**src/rtl/dieu_che_xung.sv**
```systemverilog
// PWM pulse shaper: picks one tao_xung divided clock as a rate tick, resynchronises it,
// and drives a double-buffered programmable period/duty PWM waveform.
module dieu_che_xung #(
  parameter int unsigned CNT_W       = 8,
  parameter int unsigned SYNC_STAGES = 2
) (
  input  logic             clki,
  input  logic             rst,
  input  logic [2:0]       clko_in,
  input  logic [1:0]       sel,
  input  logic [CNT_W-1:0] period,
  input  logic [CNT_W-1:0] duty,
  input  logic             load,
  output logic             tick_o,
  output logic             pwm_o,
  output logic             cycle_done,
  output logic             pending_o
);

  typedef enum logic {StIdle, StRun} state_e;

  logic [2:0]       sync_q [SYNC_STAGES];
  logic [2:0]       hist_q;
  logic [2:0]       rise;
  logic             tick_d, tick_q;

  state_e           state_d, state_q;
  logic [CNT_W-1:0] cnt_d, cnt_q;
  logic [CNT_W-1:0] period_a_d, period_a_q, duty_a_d, duty_a_q;
  logic [CNT_W-1:0] period_s_d, period_s_q, duty_s_d, duty_s_q;
  logic             pending_d, pending_q;
  logic             cycle_done_d, cycle_done_q;
  logic             wrap;

  // Detectors run on all three bits so switching sel never exposes a stale edge.
  assign rise = sync_q[SYNC_STAGES-1] & ~hist_q;

  always_comb begin
    tick_d = 1'b0;
    unique case (sel)
      2'd0:    tick_d = rise[0];
      2'd1:    tick_d = rise[1];
      2'd2:    tick_d = rise[2];
      default: tick_d = 1'b1;
    endcase
  end

  assign wrap = tick_q && (cnt_q == (period_a_q - CNT_W'(1)));

  always_comb begin
    state_d      = state_q;
    cnt_d        = cnt_q;
    period_a_d   = period_a_q;
    duty_a_d     = duty_a_q;
    period_s_d   = period_s_q;
    duty_s_d     = duty_s_q;
    pending_d    = pending_q;
    cycle_done_d = 1'b0;
    unique case (state_q)
      StIdle: begin
        cnt_d = '0;
        if (load && (period != '0)) begin
          period_a_d = period;
          duty_a_d   = duty;
          state_d    = StRun;
        end
      end
      StRun: begin
        if (wrap) begin
          cnt_d        = '0;
          cycle_done_d = 1'b1;
          // A load coinciding with the wrap takes effect right here and supersedes the shadow.
          if (load) begin
            period_a_d = period;
            duty_a_d   = duty;
            pending_d  = 1'b0;
            if (period == '0) state_d = StIdle;
          end else if (pending_q) begin
            period_a_d = period_s_q;
            duty_a_d   = duty_s_q;
            pending_d  = 1'b0;
            if (period_s_q == '0) state_d = StIdle;
          end
        end else begin
          if (tick_q) cnt_d = cnt_q + CNT_W'(1);
          if (load) begin
            period_s_d = period;
            duty_s_d   = duty;
            pending_d  = 1'b1;
          end
        end
      end
      default: state_d = StIdle;
    endcase
  end

  always_ff @(posedge clki) begin
    if (rst) begin
      for (int k = 0; k < SYNC_STAGES; k++) sync_q[k] <= '0;
      hist_q       <= '0;
      tick_q       <= 1'b0;
      state_q      <= StIdle;
      cnt_q        <= '0;
      period_a_q   <= '0;
      duty_a_q     <= '0;
      period_s_q   <= '0;
      duty_s_q     <= '0;
      pending_q    <= 1'b0;
      cycle_done_q <= 1'b0;
    end else begin
      sync_q[0] <= clko_in;
      for (int k = 1; k < SYNC_STAGES; k++) sync_q[k] <= sync_q[k-1];
      hist_q       <= sync_q[SYNC_STAGES-1];
      tick_q       <= tick_d;
      state_q      <= state_d;
      cnt_q        <= cnt_d;
      period_a_q   <= period_a_d;
      duty_a_q     <= duty_a_d;
      period_s_q   <= period_s_d;
      duty_s_q     <= duty_s_d;
      pending_q    <= pending_d;
      cycle_done_q <= cycle_done_d;
    end
  end

  assign tick_o     = tick_q;
  assign pwm_o      = (state_q == StRun) && (cnt_q < duty_a_q);
  assign cycle_done = cycle_done_q;
  assign pending_o  = pending_q;

endmodule
```
**config.mk**
```make
export PLATFORM = sky130hd
export DESIGN_NAME = dieu_che_xung
export DESIGN_NICKNAME = d
export VERILOG_FILES = /design/src/rtl/dieu_che_xung.sv
export SDC_FILE = /design/constraint.sdc
export NUM_CORES = 1
export LEC_CHECK = 0
export ABC_AREA = 1
export BUFFER_PORTS_ARGS = -buffer_cell sky130_fd_sc_hd__buf_2
export CORE_UTILIZATION = 35
export DETAILED_ROUTE_END_ITERATION = 10
export PLACE_DENSITY = 0.6
export SLEW_MARGIN = 20
export SYNTH_ARGS = -nofsm -noshare
export SYNTH_HDL_FRONTEND = slang
export SYNTH_SLANG_ARGS = --single-unit
```
**constraint.sdc**
```tcl
create_clock -name clki -period 3.2 [get_ports clki]
set_input_delay 0.16 -clock clki [delete_from_list [all_inputs] [get_ports clki]]
set_output_delay 0.16 -clock clki [all_outputs]
set_load 0.02 [all_outputs]
```
# Word level (Yosys, flattened, before mapping)
# Memory sizes are Yosys's and may differ from the RTL's.
# Index checks and enable logic that the tools add are counted.
[totals] register_bits=47 ramBits=6 inputBits=24 out_inout_bits=4 elab_cells=68 mem_count=1
[memory_table] name="sync_q" depth=2 width=3 read_ports=2 rd_ports_with_merged_regs=0 write_ports=2 line_no="22" rtl="logic [2:0] sync_q [SYNC_STAGES];"
[op_classes] addsub=2 order_cmp=1 eq_ne=7 n_mux=29 n_bitwise=6 reduce_logical=12
[op_table] operator="$mux 8" count=10
[op_table] operator="$pmux 8 s2" count=3
[op_table] operator="$logic_not 8->1" count=2
[op_table] operator="$mux 1" count=12
[op_table] operator="$add 8x1->8 const B" count=1
[op_table] operator="$eq 8x8->1" count=1
[op_table] operator="$lt 8x8->1" count=1
[op_table] operator="$reduce_bool 8->1" count=1
[op_table] operator="$sub 8x1->8 const B" count=1
[op_table] operator="$mux 3" count=2
[op_table] operator="$ne 3x2->1 const B" count=2
[op_table] operator="$reduce_and 3->1" count=2
[op_table] operator="$and 3x3->3" count=1
[op_table] operator="$logic_and 1x1->1" count=3
[op_table] operator="$not 3->3" count=1
[op_table] operator="$pmux 1 s3" count=1
[op_table] operator="$eq 2x1->1 const B" count=1
[op_table] operator="$eq 2x2->1 const B" count=1
[op_table] operator="$logic_not 2->1" count=1
[op_table] operator="$ne 2x1->1 const B" count=1
[op_table] operator="$ne 2x2->1 const B" count=1
[op_table] operator="$not 1->1" count=2
[op_table] operator="$or 1x1->1" count=2
[op_table] operator="$pmux 1 s2" count=1
[op_table] operator="3 further kinds" count=3

# Longest topological paths before layout
[depth] depth_word=6 ltp_mapped=15 mapped_depth_nobuf=14

# Worst setup path before layout
# No wires, ideal clock.
[synth_path] kind="register -> register" start="register period_a_q[0]" end="register period_a_q[2]" setup_ns=0.111 arrival_ns=1.810 t_required_ns=3.089 slack_ns=1.279 path_stages_with_launch=14 n_path_buf=1 synth_period_minus_slack_ns=1.921 path_cell_list="dfxtp_1 inv_2 ha_1 nand2_1 nand2_1 nor3_1 nand3_2 nor2_4 nand3_2 nand2_2 nand2_4 buf_6 nor2_4 nor2_2"
[synth_between] elab_chain_cells=5
[synth_lines] element="start: declaration" line_no="29" rtl="logic [CNT_W-1:0] period_a_d, period_a_q, duty_a_d, duty_a_q;"
[synth_lines] element="start signal: assignment" line_no="117" rtl="period_a_q <= period_a_d;"
[synth_lines] element="$sub 8x1->8" line_no="48" rtl="assign wrap = tick_q && (cnt_q == (period_a_q - CNT_W'(1)));"
[synth_lines] element="$eq 8x8->1" line_no="48"
[synth_lines] element="$logic_and 1x1->1" line_no="48"
[synth_lines] element="$ne 2x1->1 (no line)"
[synth_lines] element="$reduce_and 3->1 (no line)"
# No other way between the ends.
# A chain may end at the register's enable or synchronous reset.

# Worst setup path after layout
[layout_path] start="register period_a_q[0]" end="register period_s_q[3]"
[layout_between] elab_chain_cells=5
[layout_lines] element="$sub 8x1->8" line_no="48"
[layout_lines] element="$eq 8x8->1" line_no="48"
[layout_lines] element="$logic_and 1x1->1" line_no="48"
[layout_lines] element="$not 1->1 (no line)"
[layout_lines] element="$reduce_and 3->1 (no line)"
[layout_lines] element="end signal: assignment" line_no="119" rtl="period_s_q <= period_s_d;"
[layout_lines] element="end: declaration" line_no="30" rtl="logic [CNT_W-1:0] period_s_d, period_s_q, duty_s_d, duty_s_q;"
# No other way between the ends.

==> summary.md <==
| Metric | Value |
|---|---|
| Status | `completed` |
| Critical path, cell by cell | `inv_2 > ha_1 > nand2_1 > nand2_1 > nor3_1 > nand3_2 > nor2_4 > nand2_4 > nand3_4 > nand2_1 > nand2_1 > nor2_1` |
| Starting density of the core | `0.359` |
| Unique masters post-synth | `32` |
| Comb pwr share | `0.197` |
| DR iter-0 viols | `115` |
| Total power | `1.36 mW` |
| Die height | `93.5 um` |
| Crit path DAT | `2360 ps` |
| GR Layer Usage met1 | `0.197` |
| Hold buffers post-CTS | `0` |
| Worst skew pair latency | `300 ps` |
| Seq cells post-synth | `53` |
| Fill cells | `890` |
| GRT met2 Usage | `0.244` |
| Ys Warns | `0` |
| Dpl hpwl | `4.43 mm` |
| Port bufs | `27` |
| CP Data Required Time | `3410 ps` |
| Chip width | `93.5 um` |
| Startpoint Class | `register` |
| IO Count | `28` |
| Post-layout minimum cycle time | `2150 ps` |
| GR Util met3 | `0.0276` |
| Overall fraction of global-route tracks in use | `0.149` |
| First-pass GRT wire length | `10.4 mm` |
| Max Cap Viol | `0` |
| Reg clk slew, reported paths | `100 ps` |
| Peak VDD IR | `218 uV` |
| Crit path buffers/inverters | `1` |
| Deepest level of the CTS H-tree | `2` |
| Vias | `2568` |
| Setup TNS | `0 ps` |
| Util after Layout | `0.390` |
| Internal power | `0.944 mW` |
| R2R Setup Slk | `1050 ps` |
| Min-delay worst type | `in2reg` |
| Layout cells sized above 1 | `0.153` |
| Post-cts sizing count | `0` |
| Detailed-route DRC error count | `0` |
| GRT Max-Usage Layer | `met2` |
| Cells after Synth | `438` |
| Rel. slew slack | `0.320` |
| Register area share after synthesis | `0.362` |
| Kind of cell adding the most delay to the critical path | `simple AND/OR/NAND/NOR gates` |
| CP Max Fanout | `33` |
| Critical Path End Type | `register` |
| GP Congestion | `0.860` |
| Row count | `33` |
| Die ar. | `8750 um^2` |
| WL final | `5.91 mm` |
| CP max-delay cell | `dfxtp_1` |
| Vias per cell | `4.56` |
| CTS max path bufs | `2` |
| Seq pwr share | `0.530` |
| Commonest cells after routing, fill and taps aside | `nand2_1 (110), nor2_1 (80), dfxtp_1 (53), inv_1 (49), nand3_1 (30)` |
| Post-CTS setup buffers | `0` |
| Total grt overflow | `0` |
| FMAX | `0.465 GHz` |
| Vias in the first global route | `2342` |
| Min Hold Slack | `49.2 ps` |
| Max Slew Vio Count | `0` |
| RSZ-0062 raised after global routing | `false` |
| Fin crit share | `0.672` |
| Final setup viols | `0` |
| Post-Layout Inst Area | `3190 um^2` |
| Commonest non-fill, non-tap cell in the layout | `nand2_1` |
| Core area | `8180 um^2` |
| CP peak stage delay | `390 ps` |
| Total CTS buffers | `5` |
| Clk sinks | `53` |
| DP Area | `3110 um^2` |
| Worst-margin pin slew | `1020 ps` |
| Leakage | `1.59 nW` |
| Clock Power Share | `0.273` |
| Synth Area per Inst | `6.70 um^2` |
| Switching Share | `0.305` |
| NetSw | `0.415 mW` |
| Clock Skews | `9.75 ps` |
| Nets | `491` |
| Initial antenna violation count | `0` |
| Post-route ant nets | `0` |
| First-pass DRT Iterations | `5` |
| Area growth from synthesis to layout | `8.83%` |
| Most used cell, CP | `nand2_1` |
| Pwr dens | `426 nW/um^2` |
| Synth Cell Area | `2930 um^2` |
| Drt wl/cell | `10.5 um` |
| CTS tree | `done` |
| Largest net degree at the start of global routing | `34` |
| Hold Fails Final Rpt | `0` |
| Mapped Nets | `471` |
| WS Path Type | `reg2reg` |
| Diode count | `0` |
| Clock root cell | `clkbuf_8` |
## power by group through the flow
stage / sequential (mW) / combinational, mW / clock (mW)
after floorplan: 0.733 / 0.213 / 0
after global placement: 0.736 / 0.264 / 0
after detailed placement: 0.737 / 0.268 / 0
after CTS: 0.721 / 0.270 / 0.389
after global routing: 0.726 / 0.311 / 0.417
final: 0.721 / 0.267 / 0.371
## per-stage QoR
stage	setup WS, ps	std cells
global placement	1120	556
floorplan	1280	438
detailed placement	1060	556
CTS	1050	563
finish	1050	563
global route	843	563
## area by class of cell
| cell class | instances | area, um^2 | area share |
|---|---|---|---|
| clock buffer | 5 | 68.8 | 0.0216 |
| clock inverter | 2 | 13.8 | 0.00431 |
| inverter | 55 | 206 | 0.0647 |
| multi-input combinational | 316 | 1580 | 0.494 |
| sequential | 53 | 1060 | 0.332 |
| tap | 105 | 131 | 0.0412 |
| timing repair buffer | 27 | 135 | 0.0423 |
## registers in the layout, indices dropped and copies added, names as in the netlist
| name | cells |
|---|---|
| hist_q | 3 |
| cnt_q | 8 |
| period_a_q | 8 |
| cycle_done | 1 |
| pending_o | 1 |
| duty_s_q | 8 |
| duty_a_q | 8 |
| period_s_q | 8 |
| sync_q | 6 |
| state_q | 1 |
| tick_o | 1 |
## metal layers
layer  vias to the layer above  wire [um]
li1                       1404          -
met1                      1120       2970
met2                        38       2690
met5                         -          0
met3                         6        177
met4                         0         69
## logic make-up (layout without fill, tap and decap cells)
family,count (synthesis),count (layout),synth area share
AND/OR/NAND/NOR,262,262,0.412
AO/OA/AOI/OAI,39,39,0.0691
buffers and inverters,69,89,0.101
adder cells (fa/ha/maj),9,9,0.0384
XOR/XNOR,6,6,0.0179
flip-flops,53,53,0.362
## worst min-delay path, delay by kind of cell
kind	cells	cell delay (ps)
simple gates	1	60
buf+inv	2	100
## worst paths after layout
kind                                            startpoint                    endpoint  depth (start not counted)
worst min-delay path                            clko_in[2]     sync_q[0][2]$_SDFF_PP0_                          3
worst min register to register     sync_q[0][1]$_SDFF_PP0_     sync_q[0][4]$_SDFF_PP0_                          2
worst max-delay path            period_a_q[0]$_SDFFE_PP0P_  period_s_q[3]$_SDFFE_PP0P_                         12
worst max register to register  period_a_q[0]$_SDFFE_PP0P_  period_s_q[3]$_SDFFE_PP0P_                         12
## synth_stat cells, drive strengths merged
cell type	number	area, um^2
nand2	113	442
nor2	97	417
inv	54	203
dfxtp	53	1060
nand3	40	258
o21ai	22	110
a21oi	14	70.1
buf	9	71.3
ha	9	113
nand4	6	52.6
clkbuf	5	18.8
xor2	5	43.8
nor3	2	10.0
nor3b	2	15.0
a22oi	1	7.51
a31oi	1	6.26
clkinv	1	3.75
nand3b	1	7.51
nor4	1	6.26
o41ai	1	8.76
xnor2	1	8.76
No activity file was read; power rests on OpenSTA's default activity.
